--- src/rtl/vga_timing_if.sv ---
// Raster timing bundle produced by vga_timing_gen and consumed by the RGB mux
// and the VGA pin stage.
interface vga_timing_if;
    logic        pixel_tick;
    logic [9:0]  x;
    logic [9:0]  y;
    logic        active;
    logic        hsync;
    logic        vsync;
    logic        de;
    logic        line_start;
    logic        frame_start;
    logic [15:0] frame_count;

    modport master (
        output pixel_tick, x, y, active, hsync, vsync, de,
               line_start, frame_start, frame_count
    );

    modport slave (
        input  pixel_tick, x, y, active, hsync, vsync, de,
               line_start, frame_start, frame_count
    );
endinterface

--- src/rtl/vga_timing_gen.sv ---
// VGA raster timing generator: pixel-rate divider, horizontal/vertical
// counters, visible/sync decode and an alignment pipeline that keeps
// hsync/vsync/de in step with the RGB mux's registered output.
module vga_timing_gen #(
    parameter int CLK_DIV    = 4,
    parameter int H_VISIBLE  = 640,
    parameter int H_FP       = 16,
    parameter int H_SYNC     = 96,
    parameter int H_BP       = 48,
    parameter int V_VISIBLE  = 480,
    parameter int V_FP       = 10,
    parameter int V_SYNC     = 2,
    parameter int V_BP       = 33,
    parameter bit SYNC_POL   = 1'b0,
    parameter int PIPE_DELAY = 1
) (
    input  logic          clk,
    input  logic          reset,
    vga_timing_if.master  vid
);

    localparam int H_TOTAL = H_VISIBLE + H_FP + H_SYNC + H_BP;
    localparam int V_TOTAL = V_VISIBLE + V_FP + V_SYNC + V_BP;

    localparam logic [3:0] DIV_LAST = 4'(CLK_DIV - 1);
    localparam logic [9:0] H_LAST   = 10'(H_TOTAL - 1);
    localparam logic [9:0] V_LAST   = 10'(V_TOTAL - 1);
    localparam logic [9:0] H_VIS    = 10'(H_VISIBLE);
    localparam logic [9:0] V_VIS    = 10'(V_VISIBLE);
    localparam logic [9:0] HS_START = 10'(H_VISIBLE + H_FP);
    localparam logic [9:0] HS_END   = 10'(H_VISIBLE + H_FP + H_SYNC);
    localparam logic [9:0] VS_START = 10'(V_VISIBLE + V_FP);
    localparam logic [9:0] VS_END   = 10'(V_VISIBLE + V_FP + V_SYNC);

    // Pipeline reset word, packed as {hsync, vsync, de}
    localparam logic [2:0] PIPE_RST = {~SYNC_POL, ~SYNC_POL, 1'b0};

    // run_q releases one edge after reset drops, so the release edge itself
    // never advances the divider.
    logic        run_q, run_d;
    logic [3:0]  div_cnt_q, div_cnt_d;
    logic [9:0]  h_cnt_q, h_cnt_d;
    logic [9:0]  v_cnt_q, v_cnt_d;
    logic        line_start_q, line_start_d;
    logic        frame_start_q, frame_start_d;
    logic [15:0] frame_count_q, frame_count_d;

    logic        pixel_tick;
    logic        line_wrap;
    logic        frame_wrap;
    logic        active_raw;
    logic        hsync_raw;
    logic        vsync_raw;
    logic        de_raw;
    logic [2:0]  pipe_in;
    logic [2:0]  pipe_out;

    // Divider, counters, wrap pulses and frame counter next-state
    always_comb begin
        run_d         = 1'b1;
        div_cnt_d     = div_cnt_q;
        h_cnt_d       = h_cnt_q;
        v_cnt_d       = v_cnt_q;
        pixel_tick    = run_q && (div_cnt_q == DIV_LAST);
        line_wrap     = pixel_tick && (h_cnt_q == H_LAST);
        frame_wrap    = line_wrap && (v_cnt_q == V_LAST);
        if (run_q) begin
            div_cnt_d = (div_cnt_q == DIV_LAST) ? 4'd0 : 4'(div_cnt_q + 4'd1);
        end
        if (pixel_tick) begin
            h_cnt_d = line_wrap ? 10'd0 : 10'(h_cnt_q + 10'd1);
            if (line_wrap) begin
                v_cnt_d = frame_wrap ? 10'd0 : 10'(v_cnt_q + 10'd1);
            end
        end
        line_start_d  = line_wrap;
        frame_start_d = frame_wrap;
        frame_count_d = 16'(frame_count_q + {15'd0, frame_wrap});
    end

    // Timing state registers
    always_ff @(posedge clk or posedge reset) begin
        if (reset) begin
            run_q         <= 1'b0;
            div_cnt_q     <= 4'd0;
            h_cnt_q       <= 10'd0;
            v_cnt_q       <= 10'd0;
            line_start_q  <= 1'b0;
            frame_start_q <= 1'b0;
            frame_count_q <= 16'd0;
        end else begin
            run_q         <= run_d;
            div_cnt_q     <= div_cnt_d;
            h_cnt_q       <= h_cnt_d;
            v_cnt_q       <= v_cnt_d;
            line_start_q  <= line_start_d;
            frame_start_q <= frame_start_d;
            frame_count_q <= frame_count_d;
        end
    end

    // Visible-area and sync decode; the pipeline input is held idle until the
    // raster is running so de never reports the frozen (0,0) reset position.
    always_comb begin
        active_raw = (h_cnt_q < H_VIS) && (v_cnt_q < V_VIS);
        hsync_raw  = ~SYNC_POL;
        vsync_raw  = ~SYNC_POL;
        if (run_q && (h_cnt_q >= HS_START) && (h_cnt_q < HS_END)) begin
            hsync_raw = SYNC_POL;
        end
        if (run_q && (v_cnt_q >= VS_START) && (v_cnt_q < VS_END)) begin
            vsync_raw = SYNC_POL;
        end
        de_raw  = run_q && active_raw;
        pipe_in = {hsync_raw, vsync_raw, de_raw};
    end

    generate
        if (PIPE_DELAY == 0) begin : g_bypass
            assign pipe_out = pipe_in;
        end else begin : g_pipe
            for (genvar gi = 0; gi < PIPE_DELAY; gi++) begin : g_stage
                logic [2:0] stage_d;
                logic [2:0] stage_q;
                if (gi == 0) begin : g_first
                    // First stage samples the raw decode
                    always_comb stage_d = pipe_in;
                end else begin : g_next
                    // Later stages take the previous stage
                    always_comb stage_d = g_stage[gi-1].stage_q;
                end
                // Alignment stage, shifts every clk
                always_ff @(posedge clk or posedge reset) begin
                    if (reset) begin
                        stage_q <= PIPE_RST;
                    end else begin
                        stage_q <= stage_d;
                    end
                end
            end
            assign pipe_out = g_stage[PIPE_DELAY-1].stage_q;
        end
    endgenerate

    assign vid.pixel_tick  = pixel_tick;
    assign vid.active      = active_raw;
    assign vid.x           = active_raw ? h_cnt_q : 10'd0;
    assign vid.y           = active_raw ? v_cnt_q : 10'd0;
    assign vid.hsync       = pipe_out[2];
    assign vid.vsync       = pipe_out[1];
    assign vid.de          = pipe_out[0];
    assign vid.line_start  = line_start_q;
    assign vid.frame_start = frame_start_q;
    assign vid.frame_count = frame_count_q;

endmodule

--- src/flat_wrapper.sv ---
// flat-port wrapper written by rule: the top's interface ports become plain ports
module vga_timing_gen_flat 
#(
    parameter int CLK_DIV    = 4,
    parameter int H_VISIBLE  = 640,
    parameter int H_FP       = 16,
    parameter int H_SYNC     = 96,
    parameter int H_BP       = 48,
    parameter int V_VISIBLE  = 480,
    parameter int V_FP       = 10,
    parameter int V_SYNC     = 2,
    parameter int V_BP       = 33,
    parameter bit SYNC_POL   = 1'b0,
    parameter int PIPE_DELAY = 1
)
  (clk, reset, vid_pixel_tick, vid_x, vid_y, vid_active, vid_hsync, vid_vsync, vid_de, vid_line_start, vid_frame_start, vid_frame_count);
  vga_timing_if vid_i ();
  input  logic clk;
  input  logic reset;
  output wire logic [$bits(vid_i.pixel_tick)-1:0] vid_pixel_tick;
  output wire logic [$bits(vid_i.x)-1:0] vid_x;
  output wire logic [$bits(vid_i.y)-1:0] vid_y;
  output wire logic [$bits(vid_i.active)-1:0] vid_active;
  output wire logic [$bits(vid_i.hsync)-1:0] vid_hsync;
  output wire logic [$bits(vid_i.vsync)-1:0] vid_vsync;
  output wire logic [$bits(vid_i.de)-1:0] vid_de;
  output wire logic [$bits(vid_i.line_start)-1:0] vid_line_start;
  output wire logic [$bits(vid_i.frame_start)-1:0] vid_frame_start;
  output wire logic [$bits(vid_i.frame_count)-1:0] vid_frame_count;
  assign vid_pixel_tick = vid_i.pixel_tick;
  assign vid_x = vid_i.x;
  assign vid_y = vid_i.y;
  assign vid_active = vid_i.active;
  assign vid_hsync = vid_i.hsync;
  assign vid_vsync = vid_i.vsync;
  assign vid_de = vid_i.de;
  assign vid_line_start = vid_i.line_start;
  assign vid_frame_start = vid_i.frame_start;
  assign vid_frame_count = vid_i.frame_count;
  vga_timing_gen #(.CLK_DIV(CLK_DIV), .H_VISIBLE(H_VISIBLE), .H_FP(H_FP), .H_SYNC(H_SYNC), .H_BP(H_BP), .V_VISIBLE(V_VISIBLE), .V_FP(V_FP), .V_SYNC(V_SYNC), .V_BP(V_BP), .SYNC_POL(SYNC_POL), .PIPE_DELAY(PIPE_DELAY)) u_core (.clk(clk), .reset(reset), .vid(vid_i));
endmodule
--- config.mk ---
export PLATFORM = sky130hd
export DESIGN_NAME = vga_timing_gen_flat
export DESIGN_NICKNAME = d
export VERILOG_FILES = /design/src/rtl/vga_timing_if.sv /design/src/rtl/vga_timing_gen.sv /design/src/flat_wrapper.sv
export SDC_FILE = /design/constraint.sdc
export NUM_CORES = 1
export LEC_CHECK = 0
export ABC_AREA = 0
export CAP_MARGIN = 20
export CORE_MARGIN = 5
export CORE_UTILIZATION = 51
export DETAILED_ROUTE_END_ITERATION = 8
export HOLD_SLACK_MARGIN = 0.15
export PLACE_DENSITY = 0.82
export SETUP_SLACK_MARGIN = 0.5
export SYNTH_ARGS = -nofsm -noshare
export SYNTH_HDL_FRONTEND = slang
export SYNTH_SLANG_ARGS = --single-unit
--- constraint.sdc ---
create_clock -name clk -period 3.3 [get_ports clk]
set_input_delay 0.66 -clock clk [delete_from_list [all_inputs] [get_ports clk]]
set_output_delay 0.66 -clock clk [all_outputs]
set_load 0.02 [all_outputs]
==> load_flow_metrics.sql, run 1 <==
INSERT INTO impl_metrics (metric_group, metric, value, unit) VALUES
('run_status', 'outcome', 'completed', ''),
('clock_tree', 'number_of_buffers_added_by_the_clock_tree_synthesis_step', '5', ''),
('critical_path', 'critPathKind', 'flip-flop to primary output', ''),
('clock_tree', 'clk_pin_slew', '0.09', 'ns'),
('pwr', 'share_of_total_power_in_the_clock_network', '29.0', '%'),
('die', 'floorplan.die.height', '77.4', 'µm'),
('synthesis', 'post_synth.cell_area_avg', '10.4', 'µm²'),
('die', 'core_area', '0.00438', 'mm²'),
('timing', 'fin_tns_setup', '0', 'ns'),
('pwr', 'logic_pwr_share', '17.6', '%'),
('timing', 'timing.final.ws_setup', '0.608', 'ns'),
('route', 'firstDrtPassIters', '4', ''),
('finish', 'finalCoreUtilization', '66.5', '%'),
('pwr', 'power_frac_seq', '53.4', '%'),
('finish', 'fillCellCount', '364', ''),
('die', 'floorplan.io_pins', '45', ''),
('clock_tree', 'clock-sinks', '46', ''),
('pwr', 'power.internal', '841', 'µW'),
('critical_path', 'crit_family', 'buffers and inverters', ''),
('finish', 'seq_area', '0.00116', 'mm²'),
('pwr', 'power_per_cell_area', '407', 'mW/mm²'),
('route', 'postRouteWirelength', '5060', 'µm'),
('synthesis', 'syn_inst', '223', ''),
('die', 'floorplan.die.width', '77.4', 'µm'),
('clock_tree', 'cts_tree', 'yes', ''),
('critical_path', 'arrival', '2.03', 'ns'),
('critical_path', 'timing.critical_path.depth', '3', ''),
('synthesis', 'mappedNetlistArea', '0.00232', 'mm²'),
('route', 'initialDrtViolationCount', '90', ''),
('timing', 'slew_viol_final', '0', ''),
('timing', 'setup_violations', '0', ''),
('finish', 'share_of_layout_cells_above_drive_strength_1', '13.2', '%'),
('place', 'place_area', '0.00275', 'mm²'),
('route', 'route.antenna.remaining_nets', '0', ''),
('critical_path', 'critPathRequiredTime', '2.64', 'ns'),
('synthesis', 'synth_cell_types', '42', ''),
('pwr', 'power.switching_fraction', '29.2', '%'),
('timing', 'timing.final.hold_violations', '0', ''),
('place', 'pre_cts_ws', '0.354', 'ns'),
('place', 'total_instance_count_after_detailed_placement', '311', ''),
('finish', 'syn_to_final_growth', '25.7', '%'),
('die', 'floorplan.initialDensity', '52.9', '%'),
('synthesis', 'portion_of_the_post_synthesis_area_used_by_sequential_elements', '49.8', '%'),
('global_routing', 'grt_first_pass_wirelength', '8410', 'µm'),
('clock_tree', 'clock_tree.root_cell', 'sky130_fd_sc_hd__clkbuf_8', ''),
('clock_tree', 'clock_latency', '0.30', 'ns'),
('place', 'gp_congestion', '0.891', ''),
('global_routing', 'grt-ovfl-total', '0', ''),
('finish', 'fin_nets', '281', ''),
('pwr', 'p_leak', '0.00144', 'µW'),
('critical_path', 'crit_fanout', '8', ''),
('global_routing', 'number_of_antenna_violations_at_the_first_check_in_global_routing', '0', ''),
('finish', 'layout.cells.most_common_list', '42 x sky130_fd_sc_hd__dfrtp_1, 25 x sky130_fd_sc_hd__clkdlybuf4s50_1, 20 x sky130_fd_sc_hd__nand2_1', ''),
('global_routing', 'largest_net_degree_at_the_start_of_global_routing', '25', ''),
('timing', 'rsz0062_at_grt', 'false', ''),
('timing', 'slew_worst_pin', '0.797', 'ns'),
('critical_path', 'timing.critical_path.slowest_cell_delay', '0.67', 'ns'),
('timing', 'fin_worst_skew', '0.00979', 'ns'),
('timing', 'max_clock_freq', '0.371', 'GHz'),
('finish', 'finish.cell_count_without_fillers', '325', ''),
('clock_tree', 'clockBufferDepth', '2', ''),
('route', 'dr_total_vias', '1764', ''),
('route', 'avgRoutedWirePerCell', '15.6', 'µm'),
('finish', 'multi_input_comb_area', '0.00108', 'mm²'),
('timing', 'period_share', '81.6', '%'),
('pwr', 'power.ir.vdd_worst', '0.000305', 'V'),
('worst_hold_path', 'hold_depth', '1', ''),
('finish', 'n_antenna_cell', '0', ''),
('finish', 'post-route-cell-area', '0.00292', 'mm²'),
('critical_path', 'timing.critical_path.cells', 'and4_2, nor4_1, clkdlybuf4s50_1', ''),
('critical_path', 'rrSetupSlack', '0.65', 'ns');
[cell type report]
type	instances	area share (%)
Timing Repair Buffer	52	17.0
Multi-Input combinational cell	158	36.9
Sequential cell	46	39.7
Clock buffer	5	2.36
Clock inverter	3	0.730
Tap cell	52	2.23
Inverter	9	1.16
[synth_stat cells, drive strengths merged]
master,count,area (µm²)
a21oi,1,5.00
inv,8,30.0
ha,7,87.6
xor2,10,87.6
mux2,1,11.3
clkbuf,3,11.3
a31oi,2,12.5
nor3,9,50.1
or3,2,17.5
and3,6,38.8
clkinv,1,3.75
and4,1,8.76
o31ai,1,7.51
nand2b,1,6.26
nand4,8,50.1
nor4,6,37.5
dfrtp,44,1100
xnor2,17,156
conb,2,7.51
o21ai,12,60.1
a22o,1,8.76
dfstp,2,52.6
nor4bb,1,10.0
o21a,1,7.51
nor3b,1,7.51
or2,1,6.26
nand2,20,75.1
nand4bb,2,38.8
buf,7,76.3
nand3,16,80.1
nor2,10,37.5
and2,17,108
nand4b,1,8.76
or4,1,11.3
[per-layer routing]
| layer | wire length, µm | part of all wire [%] | GRT usage [%] | vias to the layer above |
|---|---|---|---|---|
| li1 | - | - | - | 856 |
| met3 | 313 | 6.2 | 4.63 | 6 |
| met1 | 2210 | 44 | 21.9 | 850 |
| met5 | 0 | 0 | 0 | - |
| met2 | 2480 | 49 | 29.2 | 52 |
| met4 | 57 | 1.1 | 5.15 | 0 |
[kinds of logic after synthesis]
| group | after synthesis | synth area share, % |
|---|---|---|
| fa+ha+maj | 7 | 3.78 |
| xor+xnor | 27 | 10.5 |
| simple gates | 103 | 25.5 |
| compound gates | 18 | 4.37 |
| flops | 46 | 49.8 |
| mux | 1 | 0.486 |
| other cells | 2 | 0.324 |
| buf+inv | 19 | 5.23 |
[path summary, 6_finish.rpt]
path / startpoint / end
min in group asynchronous: reset / u_core.vid.frame_count[8]$_DFF_PP0_
setup / recovery: u_core.v_cnt_q[8]$_DFFE_PP0P_ / vid_x[1]
hold reg to reg: u_core.vid.frame_count[15]$_DFF_PP0_ / u_core.vid.frame_count[15]$_DFF_PP0_
setup reg to reg: u_core.h_cnt_q[5]$_DFFE_PP0P_ / u_core.vid.frame_count[14]$_DFF_PP0_
hold / removal: u_core.vid.frame_count[15]$_DFF_PP0_ / u_core.vid.frame_count[15]$_DFF_PP0_
max in group asynchronous: reset / u_core.h_cnt_q[5]$_DFFE_PP0P_
[worst reg2reg max path: cells and delay by family (launching register included)]
kind | cells | cell delay [ns]
xor+xnor | 1 | 0.13
flops | 1 | 0.46
simple gates | 6 | 1.55
fa+ha+maj | 2 | 0.40
[stage by stage]
| stage | total power, µW | hold slack [ns] |
|---|---|---|
| 5_1_grt | 1260 | 0.511 |
| 3_3_place_gp | 842 | 0.462 |
| 3_5_place_dp | 855 | 0.486 |
| 4_1_cts | 1200 | 0.500 |
| 2_1_floorplan | 782 | 0.463 |
| 6_report | 1190 | 0.491 |
[registers in the layout, indices dropped and copies added, names as in the netlist]
signal                         cells
u_core.g_pipe.g_stage.stage_q      3
u_core.vid.frame_count            16
u_core.vid.line_start              1
u_core.div_cnt_q                   4
u_core.h_cnt_q                    10
u_core.vid.frame_start             1
u_core.v_cnt_q                    10
u_core.run_q                       1
[power by group through the flow]
stage	Clock (µW)	Combinational [µW]	Sequential [µW]
floorplan	0	144	638
global placement	0	197	644
finish	344	209	635
CTS	359	202	637
global route	384	236	640
detailed placement	0	206	649
[timing repair]
item,4_1_cts,5_1_grt
hold buffers,0,0
setup buffers,0,6
pin swaps,0,3
setup endpoints to repair,21,14
gates resized for setup,18,10
Note: power is estimated with default switching activity, not from simulation.
==> inputs of run 2 (changes only) <==
Settings changed: CORE_UTILIZATION 51 to 46, PLACE_DENSITY 0.82 to 0.78.
Clock period 3.3 ns to 2.3 ns, I/O delays scaled along.
==> run 2 against run 1 <==
Net effect:
- critical path depth rose by 7
- critical endpoint is now u_core.vid.frame_count[8]$_DFF_PP0_
- worst setup slack got worse by 0.60 ns
- clock-buffer cell count did not move
- clock skew rose by 0.00096 ns
- sequential cell count did not move
- global-route usage rose by 1.9 points
- highest routed layer unchanged
- combinational power rose to 2.7 times the previous value
==> load_flow_metrics.sql, run 2 (synthesized netlist as in run 1, its figures left out) <==
INSERT INTO impl_metrics (metric_group, metric, value, unit) VALUES
('finish', 'n_antenna_cell', '0', ''),
('timing', 'fin_worst_skew', '0.0107', 'ns'),
('global_routing', 'first_global_vias', '1969', ''),
('finish', 'fin_nets', '327', ''),
('timing', 'final_period_minus_worst_setup_slack', '2.29', 'ns'),
('clock_tree', 'clockBufferDepth', '2', ''),
('place', 'io_buffer_count', '43', ''),
('clock_tree', 'clock_latency', '0.31', 'ns'),
('die', 'die-area', '0.00656', 'mm²'),
('run_status', 'outcome', 'completed', ''),
('critical_path', 'critPathRequiredTime', '2.54', 'ns'),
('place', 'gp_congestion', '0.814', ''),
('die', 'floorplan.initialDensity', '48.1', '%'),
('global_routing', 'largest_net_degree_at_the_start_of_global_routing', '47', ''),
('critical_path', 'crit_fanout', '2', ''),
('global_routing', 'grt-ovfl-total', '0', ''),
('clock_tree', 'cts_tree', 'yes', ''),
('timing', 'hold-worst-slack', '0.481', 'ns'),
('route', 'firstDrtPassIters', '4', ''),
('timing', 'slew_viol_final', '0', ''),
('global_routing', 'global_route.usage.total', '19.3', '%'),
('die', 'floorplan.die.height', '81.0', 'µm'),
('route', 'postRouteWirelength', '6150', 'µm'),
('route', 'dr_total_vias', '2012', ''),
('finish', 'share_of_layout_cells_above_drive_strength_1', '42.3', '%'),
('clock_tree', 'clk_pin_slew', '0.10', 'ns'),
('pwr', 'p_leak', '0.00180', 'µW'),
('finish', 'finalCoreUtilization', '74.9', '%'),
('timing', 'max_slew_headroom', '61.2', '%'),
('die', 'num_rows', '25', ''),
('route', 'drt-vias-per-instance', '5.21', ''),
('route', 'avgRoutedWirePerCell', '15.9', 'µm'),
('die', 'core_area', '0.00482', 'mm²'),
('timing', 'max_clock_freq', '0.436', 'GHz'),
('critical_path', 'crit_path_start_kind', 'flip-flop', ''),
('die', 'floorplan.io_pins', '45', ''),
('clock_tree', 'h-tree-depth', '2', ''),
('critical_path', 'critPathKind', 'flip-flop to flip-flop', ''),
('place', 'total_instance_count_after_detailed_placement', '358', ''),
('finish', 'multi_input_comb_area', '0.00129', 'mm²'),
('global_routing', 'number_of_antenna_violations_at_the_first_check_in_global_routing', '0', ''),
('finish', 'syn_to_final_growth', '55.7', '%'),
('route', 'initialDrtViolationCount', '144', ''),
('place', 'final_hpwl_from_detailed_placement', '4060', 'µm'),
('finish', 'layout.cells.most_common_list', '44 x sky130_fd_sc_hd__buf_4, 44 x sky130_fd_sc_hd__dfrtp_1, 27 x sky130_fd_sc_hd__buf_6, 19 x sky130_fd_sc_hd__nand2_1, 16 x sky130_fd_sc_hd__xnor2_1', ''),
('pwr', 'power_per_cell_area', '572', 'mW/mm²'),
('global_routing', 'grt_first_pass_wirelength', '9710', 'µm'),
('die', 'floorplan.die.width', '81.0', 'µm'),
('timing', 'rsz0062_at_grt', 'true', ''),
('critical_path', 'arrival', '2.53', 'ns'),
('worst_hold_path', 'holdCritPathClass', 'flip-flop to flip-flop', ''),
('timing', 'period_share', '99.6', '%'),
('clock_tree', 'clock_tree.root_cell', 'sky130_fd_sc_hd__clkbuf_8', ''),
('clock_tree', 'number_of_buffers_added_by_the_clock_tree_synthesis_step', '5', ''),
('timing', 'slew_worst_pin', '0.582', 'ns'),
('route', 'route.antenna.remaining_nets', '0', ''),
('timing', 'setup_violations', '0', ''),
('timing', 'timing.final.hold_violations', '0', ''),
('pwr', 'fin_total_pwr', '2070', 'µW'),
('pwr', 'power.ir.vdd_worst', '0.000575', 'V'),
('finish', 'finish.cell_count_without_fillers', '386', ''),
('flow_run', 'maxCapViolations', '0', ''),
('route', 'post-route-drc-count', '0', ''),
('finish', 'seq_area', '0.00115', 'mm²'),
('clock_tree', 'clock-sinks', '46', ''),
('finish', 'max_reg_flops', '16', ''),
('finish', 'fillCellCount', '337', ''),
('critical_path', 'worstSetupEndpointType', 'flip-flop', '');
run 2: changes by cell type in the layout (fill, tap and decap cells not counted), sizes merged:
cell	change
buf	+67
bufinv	+1
clkdlybuf4s50	-21
clkinv	-4
clkinvlp	+1
dlygate4sd2	+2
dlymetal6s2s	-2
inv	+2
run 2: cell type report:
type,count,area share [%]
Sequential cell,46,32.0
Clock buffer,5,1.91
Multi-Input combinational cell,158,35.6
Timing Repair Buffer,98,25.9
Clock inverter,3,1.25
Inverter,9,1.01
Tap cell,67,2.32
run 2: power by group:
part           switching, µW  total (µW)  internal (µW)
Sequential              37.3         895            857
Clock                    290         613            323
Combinational            259         558            299
Total                    586        2070           1480
run 2: timing repair:
action / CTS / global route
pin swaps: 17 / 12
cloned: 1 / 0
gates resized for setup: 150 / 42
hold buffers: 0 / 0
endpoints found under the setup margin: 67 / 57
setup buffers: 14 / 5
run 2: final timing paths:
path | startpoint | to | slack [ns] | cells after the start
setup / recovery | u_core.h_cnt_q[0]$_DFFE_PP0P_ | u_core.vid.frame_count[8]$_DFF_PP0_ | 0.009 | 10
hold / removal | u_core.vid.frame_count[15]$_DFF_PP0_ | u_core.vid.frame_count[15]$_DFF_PP0_ | 0.48 | 1
setup reg to reg | u_core.h_cnt_q[0]$_DFFE_PP0P_ | u_core.vid.frame_count[8]$_DFF_PP0_ | 0.009 | 10
hold reg to reg | u_core.vid.frame_count[15]$_DFF_PP0_ | u_core.vid.frame_count[15]$_DFF_PP0_ | 0.48 | 1
max in group asynchronous | reset | u_core.h_cnt_q[5]$_DFFE_PP0P_ | 1.29 | 3
min in group asynchronous | reset | u_core.v_cnt_q[2]$_DFFE_PP0P_ | 0.62 | 3
run 2: per-layer routing:
metal	track usage (%)	part of all wire [%]
met5	0	0
met4	6.25	1.8
met3	3.44	4.2
met2	31.8	50
met1	25.8	44
run 2: stage by stage:
stage	setup TNS (ns)	setup slack, ns	area, µm²
floorplan	-1.30	-0.188	2460
global placement	0	0.0449	3150
detailed placement	0	0.0251	3150
CTS	0	0.0504	3440
global route	-0.562	-0.0951	3610
finish	0	0.00896	3610
run 2: critical path: stages, from the launching register on:
cell,delay (ns)
sky130_fd_sc_hd__dfrtp_1,0.37
sky130_fd_sc_hd__ha_2,0.19
sky130_fd_sc_hd__nand4_1,0.12
sky130_fd_sc_hd__or4_4,0.58
sky130_fd_sc_hd__nor2_4,0.16
sky130_fd_sc_hd__ha_4,0.18
sky130_fd_sc_hd__ha_4,0.15
sky130_fd_sc_hd__nand2_4,0.06
sky130_fd_sc_hd__nor2_4,0.10
sky130_fd_sc_hd__and3_4,0.18
sky130_fd_sc_hd__xor2_1,0.14
==> inputs of run 3 (changes only) <==
Settings changed: CTS_CLUSTER_SIZE from default to 8.
==> results of run 3 <==
The final DEF is identical to that of run 2; final timing and power are the same.
